### src/rtl/pbkdf2_pkg.sv
// Shared definitions for the pbkdf2 host bridge.
//   - default field widths for password, salt and hash
//   - host word width and request/response word counts
//   - bridge state enumeration
package pbkdf2_pkg;

  localparam int WORD_W     = 32;
  localparam int PASS_W_DEF = 512;
  localparam int SALT_W_DEF = 512;
  localparam int HASH_W_DEF = 256;

  // Request frame: salt_len word, iters word, password words, salt words.
  localparam int REQ_WORDS = 2 + PASS_W_DEF / WORD_W + SALT_W_DEF / WORD_W;
  localparam int RSP_WORDS = HASH_W_DEF / WORD_W;

  typedef enum logic [2:0] {
    ST_IDLE,
    ST_LOAD,
    ST_ISSUE,
    ST_WAIT,
    ST_SEND
  } bridge_state_e;

  function automatic int req_words(input int pass_w, input int salt_w);
    return 2 + pass_w / WORD_W + salt_w / WORD_W;
  endfunction

endpackage

### src/rtl/pbkdf2_hash_ser.sv
// Hash serializer: captures a HASH_W result in parallel and streams it out
// as 32-bit words, most significant word first.
// Ports:
//   i_clk, i_rst_n  clock and asynchronous active-low reset
//   i_load          capture i_hash and start a new response
//   i_hash          parallel hash value
//   o_valid/o_data  response word and its valid
//   o_last          asserted with the final response word
//   i_ready         host accepts the current word
module pbkdf2_hash_ser
  import pbkdf2_pkg::*;
#(
  parameter int HASH_W = HASH_W_DEF
) (
  input  logic              i_clk,
  input  logic              i_rst_n,
  input  logic              i_load,
  input  logic [HASH_W-1:0] i_hash,
  input  logic              i_ready,
  output logic              o_valid,
  output logic [WORD_W-1:0] o_data,
  output logic              o_last
);

  localparam int RSP    = HASH_W / WORD_W;
  localparam int BEAT_W = (RSP > 1) ? $clog2(RSP) : 1;
  localparam logic [BEAT_W-1:0] LAST_BEAT = BEAT_W'(RSP - 1);

  logic [HASH_W-1:0] r_hash;
  logic [BEAT_W-1:0] r_beat;
  logic              r_valid;

  // The captured hash shifts left on every accepted beat, so the current
  // word is always the top slice and no output mux is needed.
  always_ff @(posedge i_clk or negedge i_rst_n) begin
    if (!i_rst_n) begin
      r_hash  <= '0;
      r_beat  <= '0;
      r_valid <= 1'b0;
    end else if (i_load) begin
      r_hash  <= i_hash;
      r_beat  <= '0;
      r_valid <= 1'b1;
    end else if (r_valid && i_ready) begin
      r_hash <= r_hash << WORD_W;
      if (r_beat == LAST_BEAT) begin
        r_beat  <= '0;
        r_valid <= 1'b0;
      end else begin
        r_beat <= r_beat + 1'b1;
      end
    end
  end

  assign o_valid = r_valid;
  assign o_data  = r_hash[HASH_W-1 -: WORD_W];
  assign o_last  = r_valid && (r_beat == LAST_BEAT);

endmodule

### src/rtl/pbkdf2_host_bridge.sv
// Host-side requester for the pbkdf2 core. Collects one job as a stream of
// 32-bit words (salt_len, iters, password, salt), presents it to the core
// over in_valid/in_ready, captures the hash over out_valid/out_ready and
// returns it to the host as HASH_W/32 words, MSW first.
// Ports:
//   clk_i, rst_ni                 clock, asynchronous active-low reset
//   s_valid_i/s_data_i/s_ready_o  host request word stream
//   core_v_o/core_ready_i         request handshake to the core
//   core_salt_len_o, core_iters_o, core_pass_o, core_salt_o  request fields
//   core_out_valid_i/core_hash_i/core_out_ready_o  core result handshake
//   m_valid_o/m_data_o/m_last_o/m_ready_i          host response stream
//   err_o                         one-cycle pulse when a job has iters==0
//   busy_o                        job in flight (ISSUE, WAIT or SEND)
module pbkdf2_host_bridge
  import pbkdf2_pkg::*;
#(
  parameter int PASS_W = PASS_W_DEF,
  parameter int SALT_W = SALT_W_DEF,
  parameter int HASH_W = HASH_W_DEF
) (
  input  logic              clk_i,
  input  logic              rst_ni,
  input  logic              s_valid_i,
  input  logic [WORD_W-1:0] s_data_i,
  output logic              s_ready_o,
  output logic              core_v_o,
  input  logic              core_ready_i,
  output logic [5:0]        core_salt_len_o,
  output logic [31:0]       core_iters_o,
  output logic [PASS_W-1:0] core_pass_o,
  output logic [SALT_W-1:0] core_salt_o,
  input  logic              core_out_valid_i,
  input  logic [HASH_W-1:0] core_hash_i,
  output logic              core_out_ready_o,
  output logic              m_valid_o,
  output logic [WORD_W-1:0] m_data_o,
  output logic              m_last_o,
  input  logic              m_ready_i,
  output logic              err_o,
  output logic              busy_o
);

  localparam int N      = req_words(PASS_W, SALT_W);
  localparam int CNT_W  = $clog2(N);
  localparam logic [CNT_W-1:0] LAST_IDX  = CNT_W'(N - 1);
  localparam logic [CNT_W-1:0] SALT_BASE = CNT_W'(2 + PASS_W / WORD_W);

  bridge_state_e     r_state;
  logic [CNT_W-1:0]  r_cnt;
  logic [5:0]        r_salt_len;
  logic [31:0]       r_iters;
  logic [PASS_W-1:0] r_pass;
  logic [SALT_W-1:0] r_salt;
  logic              r_err;

  logic w_beat;
  logic w_hash_load;
  logic w_last_rsp;

  assign w_beat      = (r_state == ST_LOAD) && s_valid_i;
  assign w_hash_load = (r_state == ST_WAIT) && core_out_valid_i;
  assign w_last_rsp  = m_valid_o && m_last_o && m_ready_i;

  always_ff @(posedge clk_i or negedge rst_ni) begin
    if (!rst_ni) begin
      r_state    <= ST_IDLE;
      r_cnt      <= '0;
      r_salt_len <= '0;
      r_iters    <= '0;
      r_pass     <= '0;
      r_salt     <= '0;
      r_err      <= 1'b0;
    end else begin
      r_err <= 1'b0;
      case (r_state)
        ST_IDLE: r_state <= ST_LOAD;
        ST_LOAD: begin
          if (w_beat) begin
            // Password and salt words shift in from the bottom, so the
            // first word of each field ends up in its top slice.
            if (r_cnt == '0)
              r_salt_len <= s_data_i[5:0];
            else if (r_cnt == CNT_W'(1))
              r_iters <= s_data_i;
            else if (r_cnt < SALT_BASE)
              r_pass <= PASS_W'({r_pass, s_data_i});
            else
              r_salt <= SALT_W'({r_salt, s_data_i});

            if (r_cnt == LAST_IDX) begin
              r_cnt <= '0;
              // iters was captured at word 1, long before the final beat.
              if (r_iters == '0)
                r_err <= 1'b1;
              else
                r_state <= ST_ISSUE;
            end else begin
              r_cnt <= r_cnt + 1'b1;
            end
          end
        end
        ST_ISSUE: if (core_ready_i) r_state <= ST_WAIT;
        ST_WAIT:  if (core_out_valid_i) r_state <= ST_SEND;
        ST_SEND:  if (w_last_rsp) r_state <= ST_LOAD;
        default:  r_state <= ST_IDLE;
      endcase
    end
  end

  pbkdf2_hash_ser #(
    .HASH_W (HASH_W)
  ) u_ser (
    .i_clk   (clk_i),
    .i_rst_n (rst_ni),
    .i_load  (w_hash_load),
    .i_hash  (core_hash_i),
    .i_ready (m_ready_i),
    .o_valid (m_valid_o),
    .o_data  (m_data_o),
    .o_last  (m_last_o)
  );

  // Handshake outputs are decoded from the state register only.
  assign s_ready_o        = (r_state == ST_LOAD);
  assign core_v_o         = (r_state == ST_ISSUE);
  assign core_out_ready_o = (r_state == ST_WAIT);
  assign busy_o           = (r_state == ST_ISSUE) || (r_state == ST_WAIT) ||
                            (r_state == ST_SEND);
  assign err_o            = r_err;

  assign core_salt_len_o = r_salt_len;
  assign core_iters_o    = r_iters;
  assign core_pass_o     = r_pass;
  assign core_salt_o     = r_salt;

endmodule
### config.mk
export PLATFORM = sky130hd
export DESIGN_NAME = pbkdf2_host_bridge
export DESIGN_NICKNAME = d
export VERILOG_FILES = /design/src/rtl/pbkdf2_pkg.sv /design/src/rtl/pbkdf2_hash_ser.sv /design/src/rtl/pbkdf2_host_bridge.sv
export SDC_FILE = /design/constraint.sdc
export NUM_CORES = 2
export LEC_CHECK = 0
export BUFFER_PORTS_ARGS = -buffer_cell sky130_fd_sc_hd__buf_4
export CAP_MARGIN = 10
export CORE_AREA = 2 2 537 539
export CTS_BUF_LIST = sky130_fd_sc_hd__clkbuf_4 sky130_fd_sc_hd__clkbuf_8
export DETAILED_ROUTE_END_ITERATION = 10
export DIE_AREA = 0 0 539 541
export HOLD_SLACK_MARGIN = 0.06
export MAX_ROUTING_LAYER = met4
export PLACE_DENSITY_LB_ADDON = 0.08
export RECOVER_POWER = 50
export SLEW_MARGIN = 5
export SYNTH_ARGS = -nofsm -noshare
export SYNTH_HDL_FRONTEND = slang
export SYNTH_SLANG_ARGS = --single-unit
### constraint.sdc
create_clock -name clk_i -period 3.56 [get_ports clk_i]
set_clock_uncertainty 0.15 [all_clocks]
set_input_delay 0.712 -clock clk_i [delete_from_list [all_inputs] [get_ports clk_i]]
set_output_delay 0.712 -clock clk_i [all_outputs]
set_load 0.02 [all_outputs]
==> metrics.md <==
| Metric | Value |
|---|---|
| Outcome | finished, violations left |
| Failing checks | capacitance limit, slew limit |
| Clock sink total | 1332 |
| Worst path slowest cell | clkbuf_2 |
| Crit path launch type | register |
| Final setup violation count | 0 |
| Fillers | 30400 |
| Worst min-delay path category | in2reg |
| Multi-input gate area | 0.0168 sq mm |
| Total clock buffers created by CTS | 281 |
| PD cells | 899 mW/mm^2 |
| Reg-to-reg startpoint | r_state[1] |
| Clock Pin Slew Worst Setup and Hold Paths | 50 ps |
| Power share of the clock group | 25.4% |
| Post-Synthesis Cells | 3730 |
| Final setup TNS | 0 ps |
| Yosys cell types | 34 |
| DRC Markers | 0 |
| ANT nets after route | 0 |
| Leakage power | 35.7 nW |
| Commonest non-fill, non-tap cells in the layout | 1332 x dfrtp_1, 1253 x buf_4, 585 x mux2_2 |
| Fmax | 317 MHz |
| Final nets | 5840 |
| Worst hold start | core_ready_i |
| Crit Reg-Reg Endpoint | u_ser.r_hash[21] |
| Final Worst Setup Slack | 408 ps |
| Worst Reg2Reg Path Length in Cells | 6 |
| Sw frac | 40.2% |
| Initial DRT Pass Iterations | 5 |
| Post-CTS setup buffer count | 0 |
| Worst-Skew Late Latency | 1010 ps |
| Clock Tree Buf Depth | 4 |
| Mapped Area | 0.0515 sq mm |
| Root buf cell | clkbuf_8 |
| Die Height | 541 microns |
| Routed WL | 244 mm |
| Commonest non-fill, non-tap cell in the layout | dfrtp_1 |
| Cell count after placement | 8737 |
| Site Rows | 197 |
| Slew HR | -14.6% |
| Period utilisation layout | 88.5% |
| Sequential fraction of the synthesis area | 64.7% |
| Non-Filler Instances | 9532 |
| All-Layer GR Usage | 16.8% |
| Initial antenna violation count | 30 |
| Critical Path RT | 4310 ps |
| Fin Hold WS | 249 ps |
| WL/cell | 25.6 microns |
| Number of DRC markers in iteration 0 | 1586 |
| Die X | 539 microns |
| Synthesis Warnings | 0 |
| Cell Chain, Critical Path | and3b_1 -> nand2_4 -> clkbuf_2 -> nand3_1 -> nand2_1 -> dlygate4sd3_1 |
| Max incr delay on CP | 970 ps |
| Reg power frac | 36.8% |
| Final core utilization | 26.0% |
| Hold EP | r_state[0] |
| Via/cell ratio | 3.91 |
| Flops & latches, synth | 1332 |
| Die area | 0.292 sq mm |
| First-pass GRT wire length | 338 mm |
| MaxCap Viol Count | 2 |
| Initial Util | 18.0% |
| RSZ-0062 raised after global routing | no |
| Avg Inst Size Synth | 13.8 sq um |
| Pin count of the biggest net entering global routing | 112 |
| H-Tree Depth | 5 |
| Setup CP Type | reg2reg |
| Core box area | 0.286 sq mm |
| Flop-to-flop setup slack | 410 ps |
| DP HPWL | 186 mm |
| Switch Pwr | 0.0269 W |
| Combinational cell fraction of total power | 37.8% |
| Final Hold Fails | 0 |
| Nature of the critical path endpoint | register |
| Max FO, Critical Path | 56 |
| Hold Path Depth | 5 |
| Routed via count | 37300 |
| Total internal power | 0.0400 W |
| Pre-CTS setup slack | 611 ps |
| Crit path time final | 3150 ps |
| Area Overhead vs Synth | 44.4% |
| Share of layout cells above drive strength 1 | 41.1% |
| IO buf count | 1394 |
| Critical Path Start | r_state[1] |
| Vias in the first global route | 40500 |
| Final max-slew violation count | 249 |
| Worst path arrival time | 3900 ps |
| # IOs | 1395 |
| Gr ovfl total | 0 |
| CTS tree | yes |
| Sequential cell area | 0.0333 sq mm |
| Peak supply drop | 0.000397 V |
| Placer Congestion | 0.790 |
| Slew @ Worst Pin | 1720 ps |
| Syn_nets | 4029 |
## how the worst max path moves through the flow
| stage | to | slack (ps) | depth (start not counted) |
|---|---|---|---|
| global placement | core_pass_o[492] | 610 | 7 |
| global route | u_ser.r_hash[25] | 150 | 6 |
| CTS | core_v_o | 250 | 3 |
| finish | u_ser.r_hash[21] | 410 | 6 |
| detailed placement | core_pass_o[488] | 610 | 7 |
| floorplan | core_salt_o[41] | 1050 | 8 |
## metrics by stage
stage	cell area (sq um)	power (W)
2_1_floorplan	51500	0.0369
3_3_place_gp	66600	0.0514
3_5_place_dp	66600	0.0515
4_1_cts	75300	0.0696
5_1_grt	74400	0.0711
6_report	74400	0.0669
## registers in the layout, summed over array words and instances (netlist names)
register / flops
core_iters_o: 32
core_pass_o: 512
core_salt_len_o: 6
core_salt_o: 512
err_o: 1
r_cnt: 6
r_state: 3
u_ser.o_valid: 1
u_ser.r_beat: 3
u_ser.r_hash: 256
## logic make-up (layout without fill, tap and decap cells)
| logic type | count (synthesis) | after routing | share of synthesized area, % |
|---|---|---|---|
| AOI/OAI and AO/OA | 237 | 237 | 2.89 |
| xor gates and xnor gates | 3 | 3 | 0.0510 |
| adders and majority gates | 5 | 5 | 0.121 |
| buffers and inverters | 262 | 2251 | 2.69 |
| DFF | 1332 | 1332 | 64.7 |
| muxes | 1064 | 1064 | 23.3 |
| other | 0 | 32 | 0 |
| and+or+nand+nor | 827 | 827 | 6.30 |
## power by group through the flow
stage                     logic (W)  registers, W  clock network [W]
after CTS                    0.0268        0.0249             0.0179
after global placement       0.0264        0.0250                  0
after global routing         0.0270        0.0254             0.0186
after floorplan             0.00912        0.0278                  0
final                        0.0253        0.0246             0.0170
after detailed placement     0.0264        0.0251                  0
## cell usage after synthesis (all sizes together)
cell     number  share of area [%]
a21o          3              0.044
a21oi         3              0.029
a22o          1              0.017
a31oi       224                2.7
and2          4              0.049
and3b         1              0.017
buf         148                1.9
clkbuf      112               0.82
dfrtp      1332                 65
ha            5               0.12
inv           2              0.015
mux2       1064                 23
nand2       528                3.9
nand2b        3              0.036
nand3        35               0.34
nand3b        2              0.029
nand4         4              0.049
nand4bb       1              0.022
nor2        233                1.7
nor2b         1              0.012
nor3          3              0.051
nor3b         1              0.015
nor4         10               0.12
o211ai        1              0.015
o21ai         2              0.019
o22a          1              0.017
o31ai         2              0.029
or4           1              0.015
xnor2         3              0.051
## critical path, delay by kind of cell, from the launching register on
kind	cells	cell delay, ps
AND/OR/NAND/NOR	4	930
flip-flops	1	470
buffers and inverters	2	1520
## cell type report
class / count / area share [%]
clock buffer: 423 / 7.02
clock inverter: 38 / 0.553
tap: 3781 / 6.36
timing repair buffer: 1788 / 18.5
inverter: 2 / 0.0101
multi-input combinational: 2136 / 22.6
sequential: 1332 / 44.8
antenna: 32 / 0.108
## metal layers
layer | up-vias | share of wire, % | GRT usage [%]
li1 | 16600 | - | -
met1 | 19100 | 40 | 18.9
met2 | 1231 | 50 | 28.3
met3 | 299 | 8.1 | 5.88
met4 | 0 | 2.3 | 4.04
met5 | - | 0 | -
## timing repair
action	CTS	global route
hold buffers	302	0
hold endpoints to repair	1162	0
gates resized for setup	0	0
Note: power is estimated with default switching activity, not from simulation.
